===== config.mk =====
export PLATFORM = sky130hd
export DESIGN_NAME = reaction_timer_ctrl
export DESIGN_NICKNAME = d
export VERILOG_FILES = /design/src/rtl/rt_pkg.sv /design/src/rtl/reaction_timer_ctrl_bcd_counter.sv /design/src/rtl/reaction_timer_ctrl.sv
export SDC_FILE = /design/constraint.sdc
export NUM_CORES = 1
export LEC_CHECK = 0
export ABC_AREA = 1
export CELL_PAD_IN_SITES_DETAIL_PLACEMENT = 0
export CELL_PAD_IN_SITES_GLOBAL_PLACEMENT = 1
export CORE_MARGIN = 4
export CORE_UTILIZATION = 47
export CTS_BUF_LIST = sky130_fd_sc_hd__clkbuf_16
export DETAILED_ROUTE_END_ITERATION = 8
export MAX_ROUTING_LAYER = met4
export PLACE_DENSITY = 0.95
export SYNTH_ARGS = -nofsm -noshare
export SYNTH_HDL_FRONTEND = slang
export SYNTH_HIERARCHICAL = 1
export SYNTH_SLANG_ARGS = --single-unit
export TNS_END_PERCENT = 30

===== constraint.sdc =====
create_clock -name clk -period 3.6 [get_ports clk]
set_input_delay 0.54 -clock clk [delete_from_list [all_inputs] [get_ports clk]]
set_output_delay 0.54 -clock clk [all_outputs]
set_load 0.01 [all_outputs]

===== src/rtl/rt_pkg.sv =====
// Shared definitions for the reaction-timer controller: state encodings,
// LFSR constants and small arithmetic helpers.
package rt_pkg;

    typedef enum logic [2:0] {
        ST_IDLE   = 3'd0,
        ST_PREP   = 3'd1,
        ST_TEST   = 3'd2,
        ST_RESULT = 3'd3,
        ST_FAULT  = 3'd4
    } rt_state_t;

    localparam logic [15:0] LFSR_SEED      = 16'hACE1;
    // Right-shifting Galois mask for x^16 + x^14 + x^13 + x^11 + 1.
    localparam logic [15:0] LFSR_TAPS      = 16'hB400;
    localparam logic [3:0]  BCD_MAX_DIGIT  = 4'd9;
    localparam int          BCD_MAX_DIGITS = 8;
    localparam int          BCD_CMP_W      = 4 * BCD_MAX_DIGITS;

    function automatic int tick_divisor(input int clk_hz, input int tick_hz);
        int div;
        div = (tick_hz > 0) ? clk_hz / tick_hz : 1;
        return (div < 1) ? 1 : div;
    endfunction

    function automatic logic [15:0] lfsr_next(input logic [15:0] cur);
        return {1'b0, cur[15:1]} ^ ({16{cur[0]}} & LFSR_TAPS);
    endfunction

    // Numeric compare of two BCD values, most significant digit decides.
    function automatic logic bcd_lt(input logic [BCD_CMP_W-1:0] a,
                                    input logic [BCD_CMP_W-1:0] b);
        logic lt;
        logic decided;
        lt      = 1'b0;
        decided = 1'b0;
        for (int i = BCD_MAX_DIGITS - 1; i >= 0; i--) begin
            if (!decided && (a[4*i +: 4] != b[4*i +: 4])) begin
                lt      = (a[4*i +: 4] < b[4*i +: 4]);
                decided = 1'b1;
            end
        end
        return lt;
    endfunction

endpackage


===== src/rtl/reaction_timer_ctrl_bcd_counter.sv =====
// Multi-digit BCD up-counter with synchronous clear; saturates at all nines
// so a caller can detect overflow from all_nines before incrementing.
module bcd_counter
    import rt_pkg::*;
#(
    parameter int DIGITS = 4
) (
    input  logic                clk,
    input  logic                reset,
    input  logic                clr,
    input  logic                inc,
    output logic [4*DIGITS-1:0] value,
    output logic                all_nines
);

    logic [4*DIGITS-1:0] value_d;
    logic                carry;

    always_comb begin
        all_nines = 1'b1;
        for (int i = 0; i < DIGITS; i++) begin
            if (value[4*i +: 4] != BCD_MAX_DIGIT) all_nines = 1'b0;
        end
    end

    // NOTE: every always_comb output gets a default first so no latch is inferred.
    always_comb begin
        value_d = value;
        carry   = inc && !all_nines;
        for (int i = 0; i < DIGITS; i++) begin
            if (carry) begin
                if (value[4*i +: 4] == BCD_MAX_DIGIT) begin
                    value_d[4*i +: 4] = 4'd0;
                end else begin
                    value_d[4*i +: 4] = value[4*i +: 4] + 4'd1;
                    carry             = 1'b0;
                end
            end
        end
        if (clr) value_d = '0;
    end

    // NOTE: sequential state uses non-blocking assignments only.
    always_ff @(posedge clk) begin
        if (reset) value <= '0;
        else       value <= value_d;
    end

endmodule


===== src/rtl/reaction_timer_ctrl.sv =====
// Reaction-timer controller: IDLE -> PREP (random delay) -> TEST -> RESULT,
// with false-start detection, BCD reaction count and session best time.
module reaction_timer_ctrl
    import rt_pkg::*;
#(
    parameter int CLK_HZ         = 100_000_000,
    parameter int TICK_HZ        = 1000,
    parameter int DIGITS         = 4,
    parameter int PREP_MIN_TICKS = 1000,
    parameter int PREP_RAND_BITS = 11,
    parameter int HOLD_TICKS     = 5000
) (
    input  logic                clk,
    input  logic                reset,
    input  logic                start,
    input  logic                stop,
    input  logic                abort,
    output logic [2:0]          state,
    output logic [4*DIGITS-1:0] time_bcd,
    output logic [4*DIGITS-1:0] best_bcd,
    output logic                test_active,
    output logic                false_start,
    output logic                overflow,
    output logic                new_best
);

    localparam int TICK_DIV = tick_divisor(CLK_HZ, TICK_HZ);
    localparam int TICK_W   = (TICK_DIV > 1) ? $clog2(TICK_DIV) : 1;
    localparam int PREP_MAX = PREP_MIN_TICKS + (2 ** PREP_RAND_BITS) - 1;
    localparam int PREP_W   = $clog2(PREP_MAX + 1);
    localparam int HOLD_W   = (HOLD_TICKS > 1) ? $clog2(HOLD_TICKS + 1) : 1;

    rt_state_t           state_q, state_d;
    logic [15:0]         lfsr;
    logic [TICK_W-1:0]   tick_cnt;
    logic [PREP_W-1:0]   prep_cnt, prep_target;
    logic [HOLD_W-1:0]   hold_cnt;
    logic                tick, prep_done, hold_done, cnt_clr;
    logic                bcd_clr, bcd_inc, all_nines;
    logic                load_target, set_ovf, take_best;

    assign state     = state_q;
    assign tick      = (tick_cnt == TICK_W'(TICK_DIV - 1));
    assign prep_done = tick && (prep_cnt == prep_target - PREP_W'(1));
    assign hold_done = tick && (hold_cnt == HOLD_W'(HOLD_TICKS - 1));
    // Running counters restart on every state change and on abort.
    assign cnt_clr   = (state_d != state_q) || abort;

    bcd_counter #(.DIGITS(DIGITS)) u_time (
        .clk       (clk),
        .reset     (reset),
        .clr       (bcd_clr),
        .inc       (bcd_inc),
        .value     (time_bcd),
        .all_nines (all_nines)
    );

    always_comb begin
        state_d     = state_q;
        bcd_clr     = 1'b0;
        bcd_inc     = 1'b0;
        load_target = 1'b0;
        set_ovf     = 1'b0;
        take_best   = 1'b0;
        if (abort) begin
            state_d = ST_IDLE;
        end else begin
            case (state_q)
                ST_IDLE: begin
                    if (start) begin
                        state_d     = ST_PREP;
                        bcd_clr     = 1'b1;
                        load_target = 1'b1;
                    end
                end
                ST_PREP: begin
                    if (stop)           state_d = ST_FAULT;
                    else if (prep_done) state_d = ST_TEST;
                end
                ST_TEST: begin
                    if (stop) begin
                        state_d   = ST_RESULT;
                        take_best = !overflow &&
                                    bcd_lt(BCD_CMP_W'(time_bcd), BCD_CMP_W'(best_bcd));
                    end else if (tick) begin
                        if (all_nines) begin
                            set_ovf = 1'b1;
                            state_d = ST_RESULT;
                        end else begin
                            bcd_inc = 1'b1;
                        end
                    end
                end
                ST_RESULT, ST_FAULT: begin
                    if (hold_done) state_d = ST_IDLE;
                end
                default: state_d = ST_IDLE;
            endcase
        end
    end

    always_ff @(posedge clk) begin
        if (reset) lfsr <= LFSR_SEED;
        else       lfsr <= lfsr_next(lfsr);
    end

    always_ff @(posedge clk) begin
        if (reset) begin
            tick_cnt <= '0;
            prep_cnt <= '0;
            hold_cnt <= '0;
        end else if (cnt_clr) begin
            tick_cnt <= '0;
            prep_cnt <= '0;
            hold_cnt <= '0;
        end else begin
            tick_cnt <= tick ? '0 : tick_cnt + TICK_W'(1);
            if (tick && (state_q == ST_PREP))
                prep_cnt <= prep_cnt + PREP_W'(1);
            if (tick && ((state_q == ST_RESULT) || (state_q == ST_FAULT)))
                hold_cnt <= hold_cnt + HOLD_W'(1);
        end
    end

    always_ff @(posedge clk) begin
        if (reset) begin
            state_q     <= ST_IDLE;
            prep_target <= '0;
            best_bcd    <= {DIGITS{BCD_MAX_DIGIT}};
            overflow    <= 1'b0;
            new_best    <= 1'b0;
            test_active <= 1'b0;
            false_start <= 1'b0;
        end else begin
            state_q <= state_d;
            if (load_target)
                prep_target <= PREP_W'(PREP_MIN_TICKS) + PREP_W'(lfsr[PREP_RAND_BITS-1:0]);
            if (load_target)  overflow <= 1'b0;
            else if (set_ovf) overflow <= 1'b1;
            if (take_best) best_bcd <= time_bcd;
            new_best    <= take_best;
            test_active <= (state_d == ST_TEST);
            false_start <= (state_d == ST_FAULT);
        end
    end

endmodule


# After elaboration in Yosys (flattened, before gate mapping)
# Cells that the tools add are included.
[word_totals]
elab_cells = 130
reg_bits = 109
output_inout_bits = 39
[op_classes]
magnitude_cmp = 4
n_reduce_logical = 21
bitwise_logic = 1
n_eq_ne = 22
add_sub_neg = 9
mux = 58
[op_table]
columns = ["cell", "count"]
rows = [
  ["2-to-1 mux 1 bit", 45],
  ["2-to-1 mux 3 bit", 8],
  ["adder 17 x 1 -> 17 bit, second input constant", 1],
  ["== test 17 bit, second input constant", 1],
  ["adder 4 x 1 -> 4 bit, second input constant", 4],
  ["== test 4 bit, second input constant", 4],
  ["less-than comparator 4 bit", 4],
  ["2-to-1 mux 4 bit", 4],
  ["!= test 4 bit", 4],
  ["!= test 4 bit, second input constant", 4],
  ["bitwise XOR 15 x 16 -> 16 bit", 1],
  ["adder 13 x 1 -> 13 bit, second input constant", 1],
  ["== test 13 bit, second input constant", 1],
  ["adder 10 x 11 -> 12 bit, first input constant", 1],
  ["adder 12 x 1 -> 12 bit, second input constant", 1],
  ["== test 12 bit", 1],
  ["case mux 3 bit (4 select lines)", 1],
  ["subtractor 12 x 1 -> 12 bit, second input constant", 1],
  ["== test 3 x 2 -> 1 bit, second input constant", 3],
  ["logical AND 1 bit", 9],
  ["== test 3 bit, second input constant", 2],
  ["OR reduction 2 bit", 3],
  ["zero test 1 bit", 5],
  ["== test 3 x 1 -> 1 bit, second input constant", 1],
  ["other kinds (4)", 5],
]

# Longest topological paths before layout
# Gate-level depths: netlist of run 1.
[depth]
depth_word = 27
depth_mapped = 20
mapped_depth_nobuf = 19

# Hierarchy
# The synthesis of run 1 kept the hierarchy.
[by_module_without_submodules]
columns = ["module", "cells_each", "area_each_um2", "n_inst"]
rows = [
  ["reaction_timer_ctrl", 667, 4907.2, 1],
  ["bcd_counter", 132, 968.4, 1],
]

# Worst setup path after synthesis of run 1
# Ideal clock, no wire load.
[synth_path]
kind = "register -> register"
start = "register tick_cnt[0]"
end = "register u_time.value[13]"
path_buffers = 1
setup_time_ns = 0.122
path_slack_ns = 1.483
stages_incl_launch_ff = 12
t_arrival_ns = 1.996
cell_sequence = "dfxtp_1 > ha_1 > nand3_2 > inv_1 > nand4_1 > nor2_1 > inv_1 > nor3_1 > buf_2 > nand4_1 > o21ai_0 > a21oi_1"
[synth_between]
elab_chain_cells = 9
[synth_lines]
columns = ["element", "line_no", "source"]
rows = [
  ["from (decl)", "reaction_timer_ctrl.sv:35", "logic [TICK_W-1:0] tick_cnt;"],
  ["from (signal assigned)", "reaction_timer_ctrl.sv:117", "tick_cnt <= tick ? '0 : tick_cnt + TICK_W'(1);"],
  ["== test 17 bit", "reaction_timer_ctrl.sv:43", "assign tick = (tick_cnt == TICK_W'(TICK_DIV - 1));"],
  ["2-to-1 mux 1 bit", "reaction_timer_ctrl.sv:85", "end else if (tick) begin"],
  ["2-to-1 mux 1 bit", "reaction_timer_ctrl.sv:81", "if (stop) begin"],
  ["2-to-1 mux 1 bit", "reaction_timer_ctrl.sv:68", "case (state_q)"],
  ["2-to-1 mux 1 bit", "reaction_timer_ctrl.sv:65", "if (abort) begin"],
  ["net bcd_inc", "reaction_timer_ctrl.sv:39", "logic bcd_clr, bcd_inc, all_nines;"],
  ["logical AND 1 bit", "reaction_timer_ctrl_bcd_counter.sv:29", "carry = inc && !all_nines;"],
  ["2-to-1 mux 1 bit (3 in a row)", "reaction_timer_ctrl_bcd_counter.sv:31", "if (carry) begin"],
  ["to (signal assigned)", "reaction_timer_ctrl_bcd_counter.sv:46", "else value <= value_d;"],
  ["to (decl)", "reaction_timer_ctrl_bcd_counter.sv:12", "output logic [4*DIGITS-1:0] value,"],
]
# The timed path passes the listed nets, and every way through them passes these cells.
# A chain may end at the register's enable or synchronous reset.

# Worst setup path in the final report of run 1
[layout_path]
start = "register prep_target[0]"
end = "register prep_cnt[3]"
[layout_between]
elab_chain_cells = 10
[layout_lines]
columns = ["element", "line_no", "source"]
rows = [
  ["from (decl)", "reaction_timer_ctrl.sv:36", "logic [PREP_W-1:0] prep_cnt, prep_target;"],
  ["from (signal assigned)", "reaction_timer_ctrl.sv:137", "prep_target <= PREP_W'(PREP_MIN_TICKS) + PREP_W'(lfsr[PREP_RAND_BITS-1:0]);"],
  ["subtractor 12 x 1 -> 12 bit", "reaction_timer_ctrl.sv:44", "assign prep_done = tick && (prep_cnt == prep_target - PREP_W'(1));"],
  ["== test 12 bit", "reaction_timer_ctrl.sv:44", ""],
  ["logical AND 1 bit", "reaction_timer_ctrl.sv:44", ""],
  ["2-to-1 mux 3 bit", "reaction_timer_ctrl.sv:78", "else if (prep_done) state_d = ST_TEST;"],
  ["2-to-1 mux 3 bit", "reaction_timer_ctrl.sv:77", "if (stop) state_d = ST_FAULT;"],
  ["case mux 3 bit (4 select lines)", "reaction_timer_ctrl.sv:68", ""],
  ["2-to-1 mux 3 bit", "reaction_timer_ctrl.sv:65", ""],
  ["!= test 3 bit", "reaction_timer_ctrl.sv:47", "assign cnt_clr = (state_d != state_q) || abort;"],
  ["logical OR 1 bit", "reaction_timer_ctrl.sv:47", ""],
  ["OR reduction 2 bit (no source line)", "--", ""],
  ["to (signal assigned)", "reaction_timer_ctrl.sv:119", "prep_cnt <= prep_cnt + PREP_W'(1);"],
  ["to (decl)", "reaction_timer_ctrl.sv:36", ""],
]
# Every way passes these cells.

==> flow_metrics.env, run 1 <==
export IMPL_root_buffer="clkbuf_16"
export IMPL_max_freq_ghz=0.376
export IMPL_dp_hpwl_mm=8.87
export IMPL_worstHoldPathType="flip-flop to flip-flop"
export IMPL_vias=4808
export IMPL_worstPathRequired_ps=3810
export IMPL_placed_area_sq_um=6490
export IMPL_worstSkewPairLatency_ps=360
export IMPL_fin_util_pct=55.8
export IMPL_maxCapViolCount=0
export IMPL_leakage_nw=2.75
export IMPL_max_slew_margin_pct=48.6
export IMPL_io_buffers=43
export IMPL_avgRoutedWirePerCell_um=11.7
export IMPL_synth_top_area_share_pct=37.1
export IMPL_die_height_um=120
export IMPL_p_per_area_nw_per_um2=349
export IMPL_start_kind="flip-flop"
export IMPL_postCtsSetupBuffers=0
export IMPL_finalCriticalPeriod_ps=2660
export IMPL_grt_first_pass_wirelength_mm=20.9
export IMPL_grt_overflow=0
export IMPL_diodes=0
export IMPL_fp_dieArea_sq_um=14400
export IMPL_fin_nets=870
export IMPL_drive_above_1_share_pct=10.4
export IMPL_routabilityCongestion=0.828
export IMPL_boundaryPins=44
export IMPL_critPathMaxFanout=20
export IMPL_drc=0
export IMPL_antenna_found_initial=0
export IMPL_rsz0062_at_grt="no"
export IMPL_ys_top_cells_by_area="dfxtp_1 37%, nand2_1 8.8%, inv_1 7.2%"
export IMPL_synth_area_leader_cell="dfxtp_1"
export IMPL_synth_warnings=6
export IMPL_endpoint_kind="flip-flop"
export IMPL_syn_nets=825
export IMPL_hold_ws_ps=413
export IMPL_final_setup_viol_count=0
export IMPL_totalWireLength_mm=11.9
export IMPL_period_share_pct=73.8
export IMPL_ys_seq_elements=109
export IMPL_drtPass1Iterations=4
export IMPL_initialDrtViolationCount=305
export IMPL_cts_resized_gates=0
export IMPL_numCtsBuffers=9
export IMPL_netlist_area_sq_um=5880
export IMPL_hold_buffers=0
export IMPL_critical_path_class="flip-flop to flip-flop"
export IMPL_synth_seq_area_share_pct=37.1
export IMPL_hold_viol_final=0
export IMPL_dieWidth_um=120
export IMPL_status="finished, final reports clean"
export IMPL_ys_types=38
export IMPL_tightest_slew_ps=769
export IMPL_clk_path_buf_depth=2
export IMPL_area_growth_pct=15.0
export IMPL_final_max_slew_viol_count=0
export IMPL_antenna_left=0
export IMPL_via_per_inst=4.73
export IMPL_grt_usage_pct=18.2
export IMPL_cts_sinks=109
export IMPL_syn_inst=799
export IMPL_start_util_pct=48.5
export IMPL_num_rows=40
export IMPL_power_mw=2.36
export IMPL_tritoncts="done"
export IMPL_tns_ps=0
export IMPL_skew_ps=11.7
export IMPL_vdd_drop_max_mv=0.326
export IMPL_final_area_sq_um=6760
export IMPL_cp_arrival_ps=2870
export IMPL_path_clk_slew_ps=70
export IMPL_grt_start_max_net_pins=31
export IMPL_fp_coreArea_sq_um=12100
export IMPL_cts_max_level=3
export IMPL_avgSynthCellArea_sq_um=7.35
export IMPL_grt_pass1_vias=4504
-- routing by layer --
metal | up-vias | share of wire, % | global-route usage, %
li1 | 2613 | - | -
met1 | 2116 | 51 | 24.2
met2 | 70 | 44 | 27.4
met3 | 9 | 4.7 | 5.33
met4 | 0 | 0.86 | 4.65
met5 | - | 0 | -
-- cell families after synthesis --
family	Yosys count	share of synthesized area [%]
flip-flops	109	37.1
multiplexers	1	0.170
adder cells (fa/ha/maj)	21	4.47
AO/OA/AOI/OAI	98	9.16
AND/OR/NAND/NOR	374	31.7
buffers and inverters	142	9.31
XOR/XNOR	54	8.05
-- placed cells by master, fill, tap and decap left out, types with 14 or more instances in the layout --
cell type and instances:
a21oi_1 41, nand3_1 39, xor2_1 43, ha_1 21, nor2_1 109, clkdlybuf4s50_1 43, inv_1 114, nand4_1 17
dfxtp_1 109, inv_2 14, o21ai_0 34, nand2_1 137, nor2_4 20
-- through the flow --
step	setup WS [ps]	std cells
final	942	1016
after detailed placement	947	1001
after CTS	917	1016
after floorplan	1480	799
after global routing	564	1016
after global placement	983	1001
-- sequential cells by signal (all words and copies together) (netlist names) --
name,flops
best_bcd,16
false_start,1
hold_cnt,13
lfsr,16
new_best,1
overflow,1
prep_cnt,12
prep_target,12
state,3
test_active,1
tick_cnt,17
u_time/value,16
-- cell type report --
cell class / instances / area [sq um]
Inverter: 128 / 480
Timing Repair Buffer: 48 / 468
Sequential cell: 109 / 2180
Clock inverter: 6 / 41.3
Fill cell: 1176 / 5350
Tap cell: 168 / 210
Multi-Input combinational cell: 548 / 3150
Clock buffer: 9 / 225
-- power breakdown --
part           internal (mW)  switching [mW]
Clock                  0.466           0.453
Sequential              1.23          0.0198
Combinational         0.0662           0.124
-- critical path, stage by stage, from the launching register on --
cell and delay [ps]:
dfxtp_1 330, inv_1 100, ha_1 300, nand2_1 100, nor2_2 150, nand3_1 110
nand3_1 80, nand2_1 50, nor2_1 180, nand4_1 120, nand2_1 100, nand3_1 100
nand2_1 120, nor2_4 50, nand2_1 540, nor2_1 80
-- Yosys cell counts (all sizes together) --
| cell type | number |
|---|---|
| buf | 6 |
| nand3 | 46 |
| o211ai | 9 |
| nor4 | 1 |
| xnor2 | 11 |
| a21boi | 1 |
| or2 | 5 |
| nand2 | 147 |
| ha | 21 |
| nor3 | 14 |
| a21oi | 44 |
| xor2 | 43 |
| nand4 | 17 |
| inv | 126 |
| a31oi | 3 |
| and2 | 2 |
| nand3b | 1 |
| dfxtp | 109 |
| o21a | 1 |
| o211a | 1 |
| clkinv | 2 |
| nor2 | 136 |
| o21ai | 39 |
| clkbuf | 8 |
| mux2i | 1 |
| nor3b | 5 |
-- worst paths after layout --
check | startpoint | slack, ps | to | depth (start not counted)
worst max register to register | prep_target[0] | 940 | prep_cnt[3] | 15
worst min register to register | lfsr[15] | 410 | lfsr[14] | 2
worst max-delay path | prep_target[0] | 940 | prep_cnt[3] | 15
worst min-delay path | lfsr[15] | 410 | lfsr[14] | 2
(Power assumes the default switching activity.)
==> run 2, diff against run 1 <==
--- a/config.mk
+++ b/config.mk
@@ -9,11 +9,11 @@
 export CELL_PAD_IN_SITES_DETAIL_PLACEMENT = 0
 export CELL_PAD_IN_SITES_GLOBAL_PLACEMENT = 1
 export CORE_MARGIN = 4
-export CORE_UTILIZATION = 47
+export CORE_UTILIZATION = 43
 export CTS_BUF_LIST = sky130_fd_sc_hd__clkbuf_16
 export DETAILED_ROUTE_END_ITERATION = 8
 export MAX_ROUTING_LAYER = met4
-export PLACE_DENSITY = 0.95
+export PLACE_DENSITY = 0.92
 export SYNTH_ARGS = -nofsm -noshare
 export SYNTH_HDL_FRONTEND = slang
 export SYNTH_HIERARCHICAL = 1
==> constraint.sdc (replaced) <==
create_clock -name clk -period 2.5 [get_ports clk]
set_input_delay 0.375 -clock clk [delete_from_list [all_inputs] [get_ports clk]]
set_output_delay 0.375 -clock clk [all_outputs]
set_load 0.01 [all_outputs]
==> run 2 against run 1 <==
  * Core utilization down 3.8 points
  * Fmax up 20%
  * Clock skew down 3.2 ps
  * Final cell count up 1.9%
  * Die area up 8.7%
  * Hold slack worse by 7.4 ps
  * Cell area up 2.3%
  * Critical path depth down 5
  * Global-route usage down 1.2 points
  * Wire length up 4.5%
  * Flip-flop and latch count unchanged
  * Register-to-register slack worse by 660 ps
  * Largest power group unchanged
==> flow_metrics.env, run 2 (synthesis results as in run 1) <==
export IMPL_status="finished, final reports clean"
export IMPL_max_freq_ghz=0.450
export IMPL_die_height_um=125
export IMPL_period_share_pct=88.9
export IMPL_drc=0
export IMPL_antenna_found_initial=0
export IMPL_grt_overflow=0
export IMPL_via_per_inst=4.77
export IMPL_fin_cells=1035
export IMPL_combPwrFrac_pct=8.2
export IMPL_largest_register_ffs=17
export IMPL_initialDrtViolationCount=243
export IMPL_rsz0062_at_grt="no"
export IMPL_fin_nets=880
export IMPL_tightest_slew_ps=674
export IMPL_endpoint_kind="flip-flop"
export IMPL_grt_first_pass_wirelength_mm=21.8
export IMPL_leakage_nw=2.81
export IMPL_cts_max_level=3
export IMPL_dpl_cell_count=1018
export IMPL_layout_commonest_cell="nand2_1"
export IMPL_max_slew_margin_pct=54.9
export IMPL_p_sw_mw=0.891
export IMPL_maxCapViolCount=0
export IMPL_register_area_sq_um=2180
export IMPL_seq_power_share_pct=50.6
export IMPL_totalWireLength_mm=12.5
export IMPL_worstSkewPairLatency_ps=350
export IMPL_critical_path_class="flip-flop to flip-flop"
export IMPL_critPathMaxFanout=13
export IMPL_antenna_left=0
export IMPL_routabilityCongestion=0.850
export IMPL_final_setup_viol_count=0
export IMPL_internal_power_mw=2.66
export IMPL_grt_start_max_net_pins=31
export IMPL_worstHoldPathType="flip-flop to flip-flop"
export IMPL_num_rows=42
export IMPL_vdd_drop_max_mv=0.375
export IMPL_start_kind="flip-flop"
export IMPL_vias=4932
export IMPL_boundaryPins=44
export IMPL_dp_hpwl_mm=9.33
export IMPL_p_per_area_nw_per_um2=514
export IMPL_cp_arrival_ps=2470
export IMPL_diodes=0
export IMPL_cts_sinks=109
export IMPL_drtPass1Iterations=4
export IMPL_p_clk_share_pct=41.3
export IMPL_skew_ps=8.48
export IMPL_hold_viol_final=0
export IMPL_path_clk_slew_ps=80
export IMPL_power_mw=3.55
export IMPL_fp_dieArea_sq_um=15600
export IMPL_start_util_pct=44.2
export IMPL_dieWidth_um=125
export IMPL_clk_path_buf_depth=2
export IMPL_grt_pass1_vias=4733
export IMPL_drive_above_1_share_pct=12.0
export IMPL_finalCriticalPeriod_ps=2220
export IMPL_avgRoutedWirePerCell_um=12.0
export IMPL_numCtsBuffers=9
export IMPL_area_growth_pct=17.7
export IMPL_final_max_slew_viol_count=0
export IMPL_worstPathRequired_ps=2740
export IMPL_multi_input_area_sq_um=3170
export IMPL_tritoncts="done"
export IMPL_io_buffers=43
export IMPL_grt_usage_pct=17.1
export IMPL_fillers=1290
export IMPL_top_register="tick_cnt"
export IMPL_hold_buffers=0
export IMPL_final_cell_mix="136 x nand2_1, 112 x inv_1, 109 x nor2_1, 109 x dfxtp_1"
export IMPL_fp_coreArea_sq_um=13300
export IMPL_root_buffer="clkbuf_16"
export IMPL_p_sw_share_pct=25.1
export IMPL_tns_ps=0
run 2: timing repair:
item	CTS	global route
setup endpoints to repair	0	52
resized for setup	0	5
buffers inserted	0	1
run 2: critical path: stages (launching register included):
cell and delay (ps):
dfxtp_1 480, inv_1 100, ha_1 290, nand2_1 50, nor2_1 150, o21ai_0 110
nor3_1 310, nand2_2 170, buf_4 210, o21ai_0 170, a21oi_1 60
run 2: area by class of cell:
type,count,share of cell area (%)
Multi-Input combinational cell,548,45.9
Clock buffer,9,3.26
Tap cell,176,3.18
Timing Repair Buffer,58,8.03
Clock inverter,7,1.16
Inverter,128,6.95
Sequential cell,109,31.5
run 2: metrics by stage:
step	hold slack, ps	utilization (%)	instance area [sq um]	setup WS, ps
2_1_floorplan	388	-	5880	383
3_3_place_gp	391	49.4	6570	130
3_5_place_dp	398	49.4	6570	80.0
4_1_cts	409	51.7	6880	46.0
5_1_grt	427	52.0	6920	22.7
6_report	406	52.0	6920	278
run 2: worst paths after layout:
check | startpoint | end | slack, ps | cells past startpoint
worst max-delay path | u_time/value[12] | best_bcd[6] | 280 | 10
worst min register to register | lfsr[15] | lfsr[14] | 410 | 2
worst max register to register | u_time/value[12] | best_bcd[6] | 280 | 10
worst min-delay path | lfsr[15] | lfsr[14] | 410 | 2
run 2: metal layers:
layer  part of all wire, %  track usage (%)  up-vias
met2                    47             27.8       68
met5                     0                -        -
li1                      -                -     2632
met1                    48             21.7     2221
met4                   1.3             4.21        0
met3                   3.7             3.86       11
run 2: power by group through the flow:
stage,clock network [mW],registers [mW],logic [mW]
finish,1.47,1.80,0.290
global route,1.58,1.80,0.334
CTS,1.51,1.80,0.283
detailed placement,0,1.84,0.281
global placement,0,1.84,0.277
floorplan,0,1.83,0.216
==> run 3, diff against run 2 <==
--- a/config.mk
+++ b/config.mk
@@ -16,6 +16,5 @@
 export PLACE_DENSITY = 0.92
 export SYNTH_ARGS = -nofsm -noshare
 export SYNTH_HDL_FRONTEND = slang
-export SYNTH_HIERARCHICAL = 1
 export SYNTH_SLANG_ARGS = --single-unit
 export TNS_END_PERCENT = 30
==> run 3 against run 2 <==
  * Critical path type unchanged
  * Setup slack got worse by 71 ps
  * Largest cell class unchanged
  * Non-clock buffer count fell by 1
  * Synthesized area shrank 3.9%
  * Sequential share of layout area rose by 1.1 points
  * Combinational power shrank 2%
  * Count of clock-buffer cells in the layout unchanged
  * Die area down 3.7%
  * Fmax down 3.1%
  * Final cell count down 4.0%
  * Global-route usage shrank 0.26 points
  * Clock power is 3% lower
  * Critical path depth up 1
==> flow_metrics.env, run 3 <==
export IMPL_rsz0062_at_grt="yes"
export IMPL_synth_seq_area_share_pct=38.7
export IMPL_dpl_cell_count=970
export IMPL_grt_overflow=0
export IMPL_vdd_drop_max_mv=0.383
export IMPL_cts_sinks=109
export IMPL_antenna_left=0
export IMPL_grt_first_pass_wirelength_mm=19.9
export IMPL_max_slew_margin_pct=65.0
export IMPL_clk_path_buf_depth=2
export IMPL_fin_cells=994
export IMPL_area_growth_pct=18.5
export IMPL_hold_viol_final=0
export IMPL_cp_arrival_ps=2580
export IMPL_num_rows=41
export IMPL_ys_flop_type="dfxtp_1"
export IMPL_dieWidth_um=123
export IMPL_synth_most_common_cell="nand2_1"
export IMPL_leakage_nw=2.65
export IMPL_holdPathStages=2
export IMPL_avgRoutedWirePerCell_um=11.9
export IMPL_start_util_pct=44.4
export IMPL_boundaryPins=44
export IMPL_start_kind="flip-flop"
export IMPL_fin_nets=843
export IMPL_top_register="tick_cnt"
export IMPL_ys_seq_elements=109
export IMPL_synth_area_leader_cell="dfxtp_1"
export IMPL_tritoncts="done"
export IMPL_vias=4680
export IMPL_numCtsBuffers=9
export IMPL_worstPathRequired_ps=2780
export IMPL_p_per_area_nw_per_um2=524
export IMPL_layout_commonest_cell="nand2_1"
export IMPL_hold_buffers=0
export IMPL_drtPass1Iterations=4
export IMPL_ys_async_sr_fraction_pct=0
export IMPL_diodes=0
export IMPL_maxCapViolCount=0
export IMPL_worstSkewPairLatency_ps=360
export IMPL_netlist_area_sq_um=5640
export IMPL_max_freq_ghz=0.436
export IMPL_grt_usage_pct=16.8
export IMPL_synthTopCellsByCount="132 x nand2_1, 120 x inv_1, 109 x dfxtp_1, 77 x nor2_1, 45 x a21oi_1"
export IMPL_initialDrtViolationCount=240
export IMPL_drc=0
export IMPL_syn_inst=760
export IMPL_fp_coreArea_sq_um=12700
export IMPL_io_buffers=43
export IMPL_grt_start_max_net_pins=26
export IMPL_final_cell_mix="130 x nand2_1, 122 x inv_1, 109 x dfxtp_1"
export IMPL_ys_top_cells_by_area="dfxtp_1 39%, nand2_1 8.8%, inv_1 8.0%"
export IMPL_critPathMaxFanout=8
export IMPL_ys_types=42
export IMPL_worstHoldPathType="flip-flop to flip-flop"
export IMPL_synth_edf_count=0
export IMPL_path_clk_slew_ps=70
export IMPL_cts_max_level=3
export IMPL_rr_worst_depth=11
export IMPL_endpoint_kind="flip-flop"
export IMPL_die_height_um=123
export IMPL_final_setup_viol_count=0
export IMPL_finalCriticalPeriod_ps=2290
export IMPL_totalWireLength_mm=11.9
export IMPL_via_per_inst=4.71
export IMPL_period_share_pct=91.7
export IMPL_fin_util_pct=52.6
export IMPL_largest_register_ffs=17
export IMPL_critical_path_class="flip-flop to flip-flop"
export IMPL_avgSynthCellArea_sq_um=7.43
export IMPL_skew_ps=9.49
export IMPL_drive_above_1_share_pct=12.9
export IMPL_synth_warnings=0
export IMPL_root_buffer="clkbuf_16"
export IMPL_routabilityCongestion=0.824
export IMPL_final_max_slew_viol_count=0
export IMPL_synth_top_area_share_pct=38.7
export IMPL_syn_nets=786
export IMPL_tightest_slew_ps=525
export IMPL_fp_dieArea_sq_um=15000
export IMPL_grt_pass1_vias=4363
export IMPL_status="finished, final reports clean"
export IMPL_antenna_found_initial=0
export IMPL_dp_hpwl_mm=8.47
==> run 3: final cells by class <==
cell class	instances	area, sq um
fillers	1283	6040
multi-input cells	515	2990
flip-flops and latches	109	2180
repair buffers	57	536
inverters	125	469
clock buffers	9	225
well taps	172	215
clock inverters	7	67.6
==> run 3: worst max-delay path: stages, from the launching register on <==
cell and delay (ps):
dfxtp_1 350, ha_1 210, nand3_2 140, nor2_2 170, nand3_4 140, buf_4 190, nor2_4 150, nand2_1 110
nor2_1 210, nand4_1 130, or2_2 300, a21oi_2 110
==> run 3: path summary, 6_finish.rpt <==
path / from / to / slack (ps)
max: tick_cnt[0] / prep_cnt[11] / 210
min: lfsr[15] / lfsr[14] / 400
max reg2reg: tick_cnt[0] / prep_cnt[11] / 210
min reg2reg: lfsr[15] / lfsr[14] / 400
==> run 3: layer usage <==
metal  share of wire (%)  global-route usage (%)  vias up
li1                    -                       -     2548
met1                  51                    21.4     2073
met2                  45                    26.1       52
met3                 3.6                    3.92        7
met4                0.99                    6.30        0
met5                   0                       -        -
==> run 3: where the power goes <==
part / total, mW / internal, mW / switching [mW]
Combinational: 0.284 / 0.0981 / 0.185
Clock: 1.43 / 0.776 / 0.651
Sequential: 1.79 / 1.77 / 0.0260
==> run 3: cells by family after synthesis <==
family / count (synthesis) / synth area share [%]
AOI/OAI and AO/OA: 111 / 11.3
and+or+nand+nor: 339 / 29.1
DFF: 109 / 38.7
xor gates and xnor gates: 40 / 6.21
adders and majority gates: 21 / 4.66
buffers and inverters: 140 / 10.0
==> run 3: through the flow <==
stage / total power, mW / hold slack [ps] / worst slack, ps / TNS [ps] / cell area (sq um)
2_1_floorplan: 2.04 / 388 / 480 / 0 / 5640
3_3_place_gp: 2.09 / 391 / 126 / 0 / 6270
3_5_place_dp: 2.10 / 395 / 110 / 0 / 6270
4_1_cts: 3.53 / 405 / 95.7 / 0 / 6560
5_1_grt: 3.66 / 428 / -14.0 / -57.9 / 6690
6_report: 3.50 / 403 / 207 / 0 / 6690
==> run 3: what timing repair did <==
item,4_1_cts,5_1_grt
endpoints found under the setup margin,0,42
gates resized for setup,0,9
setup buffers,0,4
